[src/rtl/pipe_stage_chain.sv]
// pipe_stage_chain: elastic valid/ready register chain with flush, optional output skid buffer and occupancy count
module pipe_stage_chain #(
    parameter int WIDTH    = 32,
    parameter int DEPTH    = 1,
    parameter int SKID     = 0,
    parameter int CLR_DATA = 1
) (
    input  logic                               clk,
    input  logic                               reset_n,
    input  logic                               flush,
    input  logic                               in_valid,
    output logic                               in_ready,
    input  logic [WIDTH-1:0]                   in_data,
    output logic                               out_valid,
    input  logic                               out_ready,
    output logic [WIDTH-1:0]                   out_data,
    output logic [$clog2(DEPTH+SKID+1)-1:0]    count
);
    localparam int CW = $clog2(DEPTH + SKID + 1);

    logic [DEPTH-1:0]             v_q, v_d;
    logic [DEPTH-1:0][WIDTH-1:0]  d_q, d_d;
    logic                         sv_q, sv_d;
    logic [WIDTH-1:0]             sd_q, sd_d;
    logic [CW-1:0]                count_q, count_d;
    logic [DEPTH:0]               rdy, src_v;
    logic [DEPTH:0][WIDTH-1:0]    src_d;
    logic                         skid_load;

    // Ready ripples back from the output so a full chain still advances every cycle; with a skid
    // buffer the output end depends only on the skid register, cutting the out_ready -> in_ready path.
    always_comb begin
        rdy[DEPTH] = (SKID != 0) ? ~sv_q : out_ready;
        for (int k = DEPTH - 1; k >= 0; k--) rdy[k] = ~v_q[k] | rdy[k+1];
        in_ready  = rdy[0] & ~flush;
        out_valid = (sv_q | v_q[DEPTH-1]) & ~flush;
        out_data  = sv_q ? sd_q : d_q[DEPTH-1];
        src_v     = {v_q, in_valid};
        src_d     = {d_q, in_data};
    end

    // Next state: each ready stage takes its upstream entry; data moves only with a valid entry so
    // bubbles keep old contents; flush wins over every load.
    always_comb begin
        for (int k = 0; k < DEPTH; k++) begin
            v_d[k] = flush ? 1'b0 : (rdy[k] ? src_v[k] : v_q[k]);
            d_d[k] = flush ? ((CLR_DATA != 0) ? '0 : d_q[k])
                           : ((rdy[k] & src_v[k]) ? src_d[k] : d_q[k]);
        end
        skid_load = (SKID != 0) && !sv_q && v_q[DEPTH-1] && !out_ready;
        sv_d      = ~flush & (skid_load | ((SKID != 0) & sv_q & ~out_ready));
        sd_d      = flush ? ((CLR_DATA != 0) ? '0 : sd_q) : (skid_load ? d_q[DEPTH-1] : sd_q);
        count_d   = CW'(sv_d);
        for (int k = 0; k < DEPTH; k++) count_d = count_d + CW'(v_d[k]);
    end

    // Valid bits and occupancy clear asynchronously on reset
    always_ff @(posedge clk or negedge reset_n) begin
        if (!reset_n) begin
            v_q     <= '0;
            sv_q    <= 1'b0;
            count_q <= '0;
        end else begin
            v_q     <= v_d;
            sv_q    <= sv_d;
            count_q <= count_d;
        end
    end

    generate
        if (CLR_DATA != 0) begin : g_clr
            // Data registers zeroed on reset
            always_ff @(posedge clk or negedge reset_n) begin
                if (!reset_n) begin
                    d_q  <= '0;
                    sd_q <= '0;
                end else begin
                    d_q  <= d_d;
                    sd_q <= sd_d;
                end
            end
        end else begin : g_keep
            // Data registers carry no reset
            always_ff @(posedge clk) begin
                d_q  <= d_d;
                sd_q <= sd_d;
            end
        end
    endgenerate

    assign count = count_q;
endmodule
[config.mk]
export PLATFORM = sky130hd
export DESIGN_NAME = pipe_stage_chain
export DESIGN_NICKNAME = d
export VERILOG_FILES = /design/src/rtl/pipe_stage_chain.sv
export SDC_FILE = /design/constraint.sdc
export NUM_CORES = 1
export LEC_CHECK = 0
export CAP_MARGIN = 20
export CORE_MARGIN = 1
export CORE_UTILIZATION = 38
export CTS_CLUSTER_SIZE = 10
export DETAILED_ROUTE_END_ITERATION = 10
export HOLD_SLACK_MARGIN = 0.02
export PLACE_DENSITY_LB_ADDON = 0.25
export SYNTH_ARGS = -nofsm -noshare
export SYNTH_HDL_FRONTEND = slang
export SYNTH_SLANG_ARGS = --single-unit
[constraint.sdc]
create_clock -name clk -period 1.15 [get_ports clk]
set_input_delay 0.23 -clock clk [delete_from_list [all_inputs] [get_ports clk]]
set_output_delay 0.23 -clock clk [all_outputs]
set_load 0.01 [all_outputs]
### Yosys cells after proc, flatten, opt, wreduce, memory -nomap -nowiden

Cells that the tools add are included.

* multiplexer cells: 4
* bitwise gates (word level): 6
* reductions and logical operators: 2

Operators with widths (count)
* $mux 32: 2
* $reduce_bool 2->1: 2
* $and 1x1->1: 3
* $mux 1: 2
* $not 1->1: 2
* $or 1x1->1: 1

* bits in registers: 33
* bits of input ports: 37
* output and inout port bits: 35
* word-level logic and storage cells: 14

### Depth between registers and ports, before layout

Gate-level depths: netlist of run 1.

* word-level depth: 5
* depth in mapped cells: 5

### Least setup slack after synthesis of run 1

OpenSTA, ideal clock, no wires.

* path kind: register -> register
* start point: register, netlist name count
* end point: register d_q[0] (netlist name)
* library setup time: 0.079 ns
* data arrival time: 1.086 ns
* required time: 1.071 ns
* path slack: -0.015 ns
* stages on the path, launching flop included: 6
* period minus slack after synthesis: 1.165 ns
* cells stage by stage: dfrtp_1 nor2b_4 nor2b_2 buf_6 buf_12 mux2i_1

RTL lines
* to (signal assigned): RTL line 75 `d_q <= '0;`
* to (signal assigned): RTL line 78 `d_q <= d_d;`
* to (decl): RTL line 22 `logic [DEPTH-1:0][WIDTH-1:0] d_q, d_d;`

==> metrics.txt, run 1 <==
layout cells sized above 1=25.2%; commonest non-fill, non-tap cell in the layout=nand2b_1; vias per inst=around 4.6; commonest cells after routing, fill and taps aside=nand2b_1, clkdlybuf4s50_1, dfrtp_1; clk root buf=clkbuf_8; synth-to-layout area growth=50.4%; initial antenna violation count=0; drt first-iter violations=34; Synth Warn #=0; DRC=0; clk_lat worst skew=around 0.29 ns; status=complete, but fails checks; IO Count=72; CTS H-tree lvls=2; cell count of the worst reg-to-reg path=6; crit path max fanout=9; GR Util All Layers=about 18%; setup slack, reg-to-reg=-0.19 ns; kind of critical path=reg2reg; Worst Skew=around 0.0031 ns; Initial Utilization=between 40% and 50%; DRT antenna net count=0; Layout Cells excl Fill=280; register bit total from synthesis=33; Fillers=approximately 370; die area=0.00471 mm2; max frequency=approximately 0.75 GHz; average wire per standard cell=14.0 um; Die Y=68.6 um; TritonCTS clock tree=done; startpoint types=flop; Detailed Place HPWL=approximately 2600 um; Placed Cells=262; Pwr Total=between 2 and 3 mW; CTS Sinks=33; fin. max-slew vios=0; Mapped Nets=around 180; fin crit share=117%; RSZ-0062 raised after global routing=yes; Routability Congestion=between 0.7 and 0.8; number of diodes=0; Tightest Pin Transition=around 0.36 ns; Core ar.=a little over 0.004 mm2; WL final=around 3900 um; PortBufs=71; Pwr Density=about 1100 mW/mm2; final setup margin=-0.190 ns; R2R Path Start=count; total CTS buffers=5; Clock Pin Slew Worst Setup and Hold Paths=about 0.06 ns; syn avg cell area=about 12 um2; final core utilization=61.2%; largest net degree at the start of global routing=55; Fin. Hold Viols=0; DR vias=around 1.3k; nets=266; Hold Path Class=in2async; Most common cell on crit path=nor2b_4; Cell Rows=23; vias in the first global route=roughly 1.4k; failing checks=negative setup slack; Slowest Stage Delay on Critical Path=0.39 ns; maximum vdd ir drop=between 0.6 and 0.7 mV; CP Capture Type=flop; Seq/Total Area, Yosys=around half; Critical Path AT=1.55 ns; count of final setup violators=35; DRT Pass-1 Iters=3; CTS max path bufs=2; max_slew headroom=75.7%; die width=between 60 and 70 um; library cells used by synthesis=11; Setup TNS Final=-5.26 ns; GR Overflow Total=0; cells along the critical path=nor2b_4, buf_6, nor2b_4, buf_12, clkbuf_16, mux2i_1; crit path time final=between 1 and 1.5 ns; R2R Path End=d_q[7]; first-pass GRT wire length=between 5000 and 6000 um; Max Cap Viol=0; Mapped Cells=between 100 and 150; CP max-delay cell=dfrtp_1; CP Data Required Time=1.36 ns; LEAKAGE=around 1.2 nW; Mapped Area=approximately 0.0017 mm2
[through the flow]
stage	setup WS (ns)	area (um2)	hold slack (ns)
after global routing	-0.242	2540	0.339
after floorplan	-0.0149	1690	-0.0656
after CTS	-0.169	2540	0.320
final	-0.190	2540	0.315
after global placement	-0.534	2450	0.527
after detailed placement	-0.531	2450	0.530
[timing repair]
action | 4_1_cts | 5_1_grt
gates cloned | 0 | 3
pin swaps | 0 | 0
hold buffers | 0 | 0
resized for setup | 87 | 31
setup buffers | 3 | 4
setup endpoints to repair | 67 | 62
[metal layers]
| metal | track usage [%] | wire (um) | vias up |
|---|---|---|---|
| met4 | 9.38 | 61 | 0 |
| met3 | 4.28 | 244 | 7 |
| met1 | 19.0 | 1690 | 613 |
| met5 | 0 | 0 | - |
| li1 | - | - | 628 |
| met2 | 31.3 | 1920 | 46 |
[worst max-delay path by stage]
stage | startpoint | to | cells after the start
after global placement | flush | out_valid | 3
after floorplan | count | d_q[0] | 5
after CTS | count | d_q[11] | 5
after detailed placement | flush | out_valid | 3
final | count | d_q[7] | 6
after global routing | count | d_q[7] | 6
[flip-flops by register name, summed over array words and instances (netlist names)]
signal  flops
d_q        32
count       1
[where the power goes]
part	switching, mW	total [mW]	internal (mW)
Clock	0.395	0.825	0.429
Sequential	0.0419	1.28	1.23
Combinational	0.244	0.609	0.365
[area by class of cell]
cell class / instances / area, um2 / area share (%)
clock buffer: 8 / 80.1 / 3.16
multi-input combinational: 102 / 786 / 31.0
sequential: 33 / 826 / 32.6
tap: 50 / 62.6 / 2.47
timing repair buffer: 87 / 782 / 30.8
[critical path, delay by kind of cell (launching register included)]
family,cells,cell delay [ns]
muxes,1,0.19
buffers and inverters,3,0.42
DFF,1,0.39
and+or+nand+nor,2,0.26
[logic make-up (layout without fill, tap and decap cells)]
logic type | count (synthesis) | in the layout | share of synthesized area (%)
simple gates | 70 | 70 | 26.1
flops | 33 | 33 | 49.0
mux | 32 | 32 | 19.0
buf+inv | 11 | 95 | 5.93
[Yosys cell counts]
master    number  share of area (%)
buf_12         3                3.6
buf_2          2               0.59
buf_6          1               0.67
clkbuf_1       5                1.1
dfrtp_1       33                 49
mux2i_1       32                 19
nand2b_1      64                 24
nor2_1         3               0.67
nor2b_1        1               0.37
nor2b_2        1               0.52
nor2b_4        1               0.82
Note: power is estimated with default switching activity, not from simulation.
==> inputs of run 2 (changes only) <==
--- a/config.mk
+++ b/config.mk
@@ -7,7 +7,7 @@
 export LEC_CHECK = 0
 export CAP_MARGIN = 20
 export CORE_MARGIN = 1
-export CORE_UTILIZATION = 38
+export CORE_UTILIZATION = 42
 export CTS_CLUSTER_SIZE = 10
 export DETAILED_ROUTE_END_ITERATION = 10
 export HOLD_SLACK_MARGIN = 0.02
==> constraint.sdc (replaced) <==
create_clock -name clk -period 1.3 [get_ports clk]
set_input_delay 0.26 -clock clk [delete_from_list [all_inputs] [get_ports clk]]
set_output_delay 0.26 -clock clk [all_outputs]
set_load 0.01 [all_outputs]
==> run 2 against run 1 <==
  * The run still ends with negative setup slack left
  * Routed wire length is 3.9% lower
  * Utilization up 6.4 points
  * Setup slack gained 0.14 ns
  * First-iteration DRC count grew 82%
  * Non-clock buffer count fell by 8
  * Count of clock-buffer cells in the layout fell by 1
  * Register-to-register slack improved by 0.14 ns
  * Critical path depth fell by 1
  * Critical path type unchanged
  * Critical endpoint is now d_q[14]
  * Largest power group unchanged
==> metrics.txt, run 2 (synthesized netlist as in run 1, its figures left out) <==
status=complete, but fails checks; failing checks=negative setup slack; Slowest Stage Delay on Critical Path=0.38 ns (about the same); Core ar.=0.00374 mm2 (-9.7%); crit path time final=1.35 ns (+0.0108 ns); synth-to-layout area growth=50.1%; hold_ws=0.339 ns (+0.0245 ns); maximum vdd ir drop=0.549 mV (-14%); commonest cells after routing, fill and taps aside=nand2b_1, dlygate4sd2_1, clkdlybuf4s50_1; Hold Path Class=in2async; first-pass GRT wire length=6400 um (+9.6%); Multi-input gate area=782 um2 (-0.48%); met3 WL post-DR=218 um (-11%); Logic pwr share=20.3% (-2.2 points); DRT antenna net count=0 (unchanged); fin crit share=104% (-13 points); clock network power share=33.9% (+3.5 points); cells along the critical path=nor2b_4, buf_6, nor2b_4, buf_6, mux2i_1; Buf/Inv on CP=2 (-1); drt first-iter violations=62 (+82%); TritonCTS clock tree=done; Placed Cells=259 (-1.1%); Detailed Place HPWL=2520 um (-3.3%); number of diodes=0 (unchanged); max_slew headroom=72.3% (-3.4 points); WL final=3770 um (-3.9%); final core utilization=67.6% (+6.4 points); CP Capture Type=flop; Worst Skew=0.00255 ns (-0.000514 ns); CTS H-tree lvls=2 (unchanged); count of final setup violators=24 (-31%); nets=258 (-3.0%); Fillers=304 (-17%); die width=65.4 um (-4.7%); CP max-delay cell=dfrtp_1; DRC=0 (unchanged); largest net degree at the start of global routing=66 (+20%); clk root buf=clkbuf_8; GR Util All Layers=20.0% (+2.5 points); Cell Rows=22 (-4.3%); Pwr Total=2.46 mW (-9.2%); CP Data Required Time=1.49 ns (+0.13 ns); DR vias=1,282 (-0.93%); commonest non-fill, non-tap cell in the layout=nand2b_1; top sig layer=met4; RSZ-0062 raised after global routing=yes; fin. max-slew vios=0 (unchanged); NetSw=0.598 mW (-12%); Die Y=65.4 um (-4.7%); LEAKAGE=1.26 nW (+3.2%); IO Count=72 (unchanged); wire length on met2=1920 um (about the same); kind of critical path=reg2reg; final setup margin=-0.0509 ns (+0.139 ns); Pwr Density=972 mW/mm2 (-9.0%); family with the most delay on the worst path=flip-flops; initial antenna violation count=0 (unchanged); register area=826 um2 (unchanged); max reg flops=32 (unchanged); part of the power in registers=45.8% (-1.3 points); startpoint types=flop; Switching Share=24.3% (-0.86 points); layout cells sized above 1=10.4% (-15 points); dpl ws=-0.394 ns (+0.137 ns); Metal-1 WL=1560 um (-7.7%); Fin. Hold Viols=0 (unchanged); Layout Cells excl Fill=270 (-3.6%); DRT Pass-1 Iters=4 (+1); crit path max fanout=8 (-1); Tightest Pin Transition=0.416 ns (+0.0512 ns); Critical Path AT=1.55 ns (about the same); CTS max path bufs=2 (unchanged); vias per inst=4.75 (+2.7%); vias in the first global route=1,391 (+2.5%); Int Pwr=1.86 mW (-8.2%); max frequency=0.740 GHz (-0.80%); Routability Congestion=0.697 (-1.9%); Initial Utilization=45.1% (+4.4 points); Clock Pin Slew Worst Setup and Hold Paths=0.06 ns (about the same); Max Cap Viol=0 (unchanged); Largest Register=d_q; GR Overflow Total=0 (unchanged); total CTS buffers=5 (unchanged); clk_lat worst skew=0.28 ns (about the same); PortBufs=71 (unchanged); average wire per standard cell=14.0 um (-0.34%); CTS Sinks=33 (unchanged); die area=0.00427 mm2 (-9.2%)
run 2: cell types whose count changed in the layout (fill, tap and decap cells not counted), sizes merged:
cell and delta:
buf -12, clkdlybuf4s50 -1, clkdlybuf4s15 -3, clkinv +1, clkbuf -26, dlygate4sd2 +33
run 2: final cells by class:
type	count	share of cell area (%)
Clock buffer	7	3.81
Clock inverter	1	0.198
Multi-Input combinational cell	102	30.9
Sequential cell	33	32.6
Tap cell	48	2.37
Timing Repair Buffer	79	30.1
run 2: power groups by stage:
| stage | Combinational [mW] | Sequential [mW] | Clock (mW) |
|---|---|---|---|
| 6_report | 0.499 | 1.13 | 0.835 |
| 5_1_grt | 0.541 | 1.13 | 0.918 |
| 4_1_cts | 0.531 | 1.13 | 0.856 |
| 3_5_place_dp | 0.532 | 1.15 | 0 |
| 3_3_place_gp | 0.519 | 1.14 | 0 |
| 2_1_floorplan | 0.206 | 1.17 | 0 |
run 2: final timing paths:
check,start,to,slack [ns],depth (start not counted)
setup / recovery,count,d_q[14],-0.05,5
hold / removal,reset_n,d_q[19],0.34,2
setup reg to reg,count,d_q[14],-0.05,5
hold reg to reg,d_q[6],d_q[6],0.53,2
max in group asynchronous,reset_n,d_q[16],0.78,2
min in group clk,d_q[6],d_q[6],0.53,2
run 2: through the flow:
stage / setup TNS (ns) / cell area (um2)
3_5_place_dp: -10.52 / 2440
2_1_floorplan: 0 / 1690
6_report: -0.298 / 2530
4_1_cts: -1.15 / 2590
3_3_place_gp: -9.24 / 2440
5_1_grt: -2.19 / 2530
run 2: repair_timing:
item | CTS | global route
setup endpoints to repair | 53 | 35
pin swaps | 0 | 1
hold buffers | 0 | 0
buffers inserted | 3 | 0
resized for setup | 49 | 4
cloned | 2 | 0
run 2: routing by layer:
metal,vias to the layer above,global-route usage (%)
met1,613,24.7
li1,612,-
met4,0,8.15
met2,49,33.9
met5,-,0
met3,8,4.17
==> inputs of run 3 (changes only) <==
--- a/config.mk
+++ b/config.mk
@@ -6,6 +6,7 @@
 export NUM_CORES = 1
 export LEC_CHECK = 0
 export CAP_MARGIN = 20
+export CORE_ASPECT_RATIO = 0.75
 export CORE_MARGIN = 1
 export CORE_UTILIZATION = 42
 export CTS_CLUSTER_SIZE = 10
==> run 3 against run 2 <==
  * The run still ends with negative setup slack left
  * Die area about the same
  * Worst hold slack improved by 0.00063 ns
  * Via count decreased by 1.1%
  * Utilization increased by 1.4 points
  * Sequential share of layout area decreased by 0.77 points
  * Routed wire length increased by 0.69%
  * Clock power decreased by 12%
  * Cell count increased by 2.2%
  * Total power decreased by 2.5%
  * Non-clock buffer count increased by 2
  * Register-to-register slack improved by 0.02 ns
  * Count of clock-buffer cells in the layout decreased by 1
  * Critical path type unchanged
==> metrics.txt, run 3 (synthesized netlist as in run 1, its figures left out) <==
status=complete, but fails checks; failing checks=negative setup slack; IO Count=72 (unchanged); commonest non-fill, non-tap cell in the layout=nand2b_1; kind of critical path=reg2reg; initial antenna violation count=0 (unchanged); Initial Utilization=44.9% (-0.15 points); Placed Cells=264 (+1.9%); die area=0.00428 mm2 (about the same); Clock Pin Slew Worst Setup and Hold Paths=0.07 ns (about the same); Pwr Density=925 mW/mm2 (-4.8%); Post-DP Area=0.00245 mm2 (+0.51%); Core ar.=0.00376 mm2 (+0.33%); Worst Skew=0.00691 ns (+0.00436 ns); register area=826 um2 (unchanged); DR vias=1,268 (-1.1%); max frequency=0.753 GHz (+1.7%); CP Capture Type=flop; CP Data Required Time=1.50 ns (about the same); max_slew headroom=72.8% (+0.53 points); LEAKAGE=1.29 nW (+2.6%); hold_ws=0.340 ns (+0.000626 ns); Tightest Pin Transition=0.408 ns (-0.00793 ns); layout cells sized above 1=10.3% (-0.093 points); WL final=3790 um (+0.69%); startpoint types=flop; GR Util All Layers=18.8% (-1.3 points); RSZ-0062 raised after global routing=yes; Setup TNS Final=-0.0647 ns (+0.233 ns); Largest Register=d_q; total CTS buffers=5 (unchanged); count of final setup violators=10 (-58%); number of diodes=0 (unchanged); clk_lat worst skew=0.28 ns (about the same); clk root buf=clkbuf_8; post-layout instance area=0.00259 mm2 (+2.4%); average wire per standard cell=13.7 um (-1.5%); die width=75.2 um (+15%); Layout Cells excl Fill=276 (+2.2%); DRC=0 (unchanged); dpl ws=-0.393 ns (+0.000608 ns); Routability Congestion=0.852 (+22%); Die Y=56.9 um (-13%); vias per inst=4.59 (-3.2%); Critical Path AT=1.52 ns (-0.03 ns); final setup margin=-0.0281 ns (+0.0228 ns); nets=260 (+0.78%); drt first-iter violations=36 (-42%); maximum vdd ir drop=0.785 mV (+43%); Cell Rows=19 (-14%); crit path time final=1.33 ns (-0.0228 ns); first-pass GRT wire length=5930 um (-7.2%); CTS H-tree lvls=2 (unchanged); commonest cells after routing, fill and taps aside=nand2b_1, dlygate4sd2_1, clkdlybuf4s50_1; largest net degree at the start of global routing=63 (-4.5%); hold_buf cts=0 (unchanged); Max Cap Viol=0 (unchanged); Pwr Total=2.40 mW (-2.5%); Fillers=325 (+6.9%); final core utilization=69.0% (+1.4 points); TritonCTS clock tree=done; vias in the first global route=1,308 (-6.0%); CTS Sinks=33 (unchanged); crit path max fanout=8 (unchanged); Multi-input gate area=782 um2 (unchanged); CTS max path bufs=2 (unchanged); GR Overflow Total=0 (unchanged); synth-to-layout area growth=53.7%; Detailed Place HPWL=2470 um (-1.9%); PortBufs=71 (unchanged); fin crit share=102% (-1.8 points); fin. max-slew vios=0 (unchanged); max reg flops=32 (unchanged); Fin. Hold Viols=0 (unchanged); DRT Pass-1 Iters=4 (unchanged); Hold Path Class=in2async; DRT antenna net count=0 (unchanged)
-- run 3: cell count changes in the layout (fill, tap and decap cells not counted), sizes merged --
cell | previous run | this run
clkinv | 1 | 2
buf | 10 | 8
bufbuf | 0 | 2
dlygate4sd2 | 34 | 35
-- run 3: where the power goes --
group          internal (mW)  switching, mW  total [mW]
clock network          0.371          0.367       0.738
registers               1.09         0.0347        1.13
logic                  0.327          0.208       0.535
-- run 3: area by class of cell --
cell class	count	area share [%]
clock inverter	2	0.386
multi-input combinational	102	30.2
timing repair buffer	81	32.3
sequential	33	31.9
clock buffer	6	2.80
tap	52	2.51
-- run 3: path summary, 6_finish.rpt --
path	startpoint	end	slack [ns]	cells after the start
setup / recovery	count	d_q[24]	-0.03	5
hold / removal	reset_n	d_q[17]	0.34	2
setup reg to reg	count	d_q[24]	-0.03	5
hold reg to reg	d_q[14]	d_q[14]	0.54	2
max in group asynchronous	reset_n	d_q[24]	0.78	2
min in group clk	out_ready	count	0.46	4
-- run 3: critical path, cell delays in order (launching register included) --
cell     delay (ns)
dfrtp_1        0.39
nor2b_4        0.15
nor2b_4        0.20
buf_4          0.16
buf_12         0.13
mux2i_4        0.22
-- run 3: metal layers --
layer | global-route usage, % | share of wire, % | vias to the layer above
met4 | 4.76 | 0.34 | 0
met1 | 22.7 | 46 | 605
met3 | 5.57 | 5.8 | 2
met5 | 0 | 0 | -
li1 | - | - | 616
met2 | 32.3 | 48 | 45
-- run 3: what timing repair did --
action	4_1_cts	5_1_grt
hold endpoints to repair	0	0
resized for setup	42	3
setup endpoints to repair	65	18
setup buffers	0	2
gates cloned	2	1
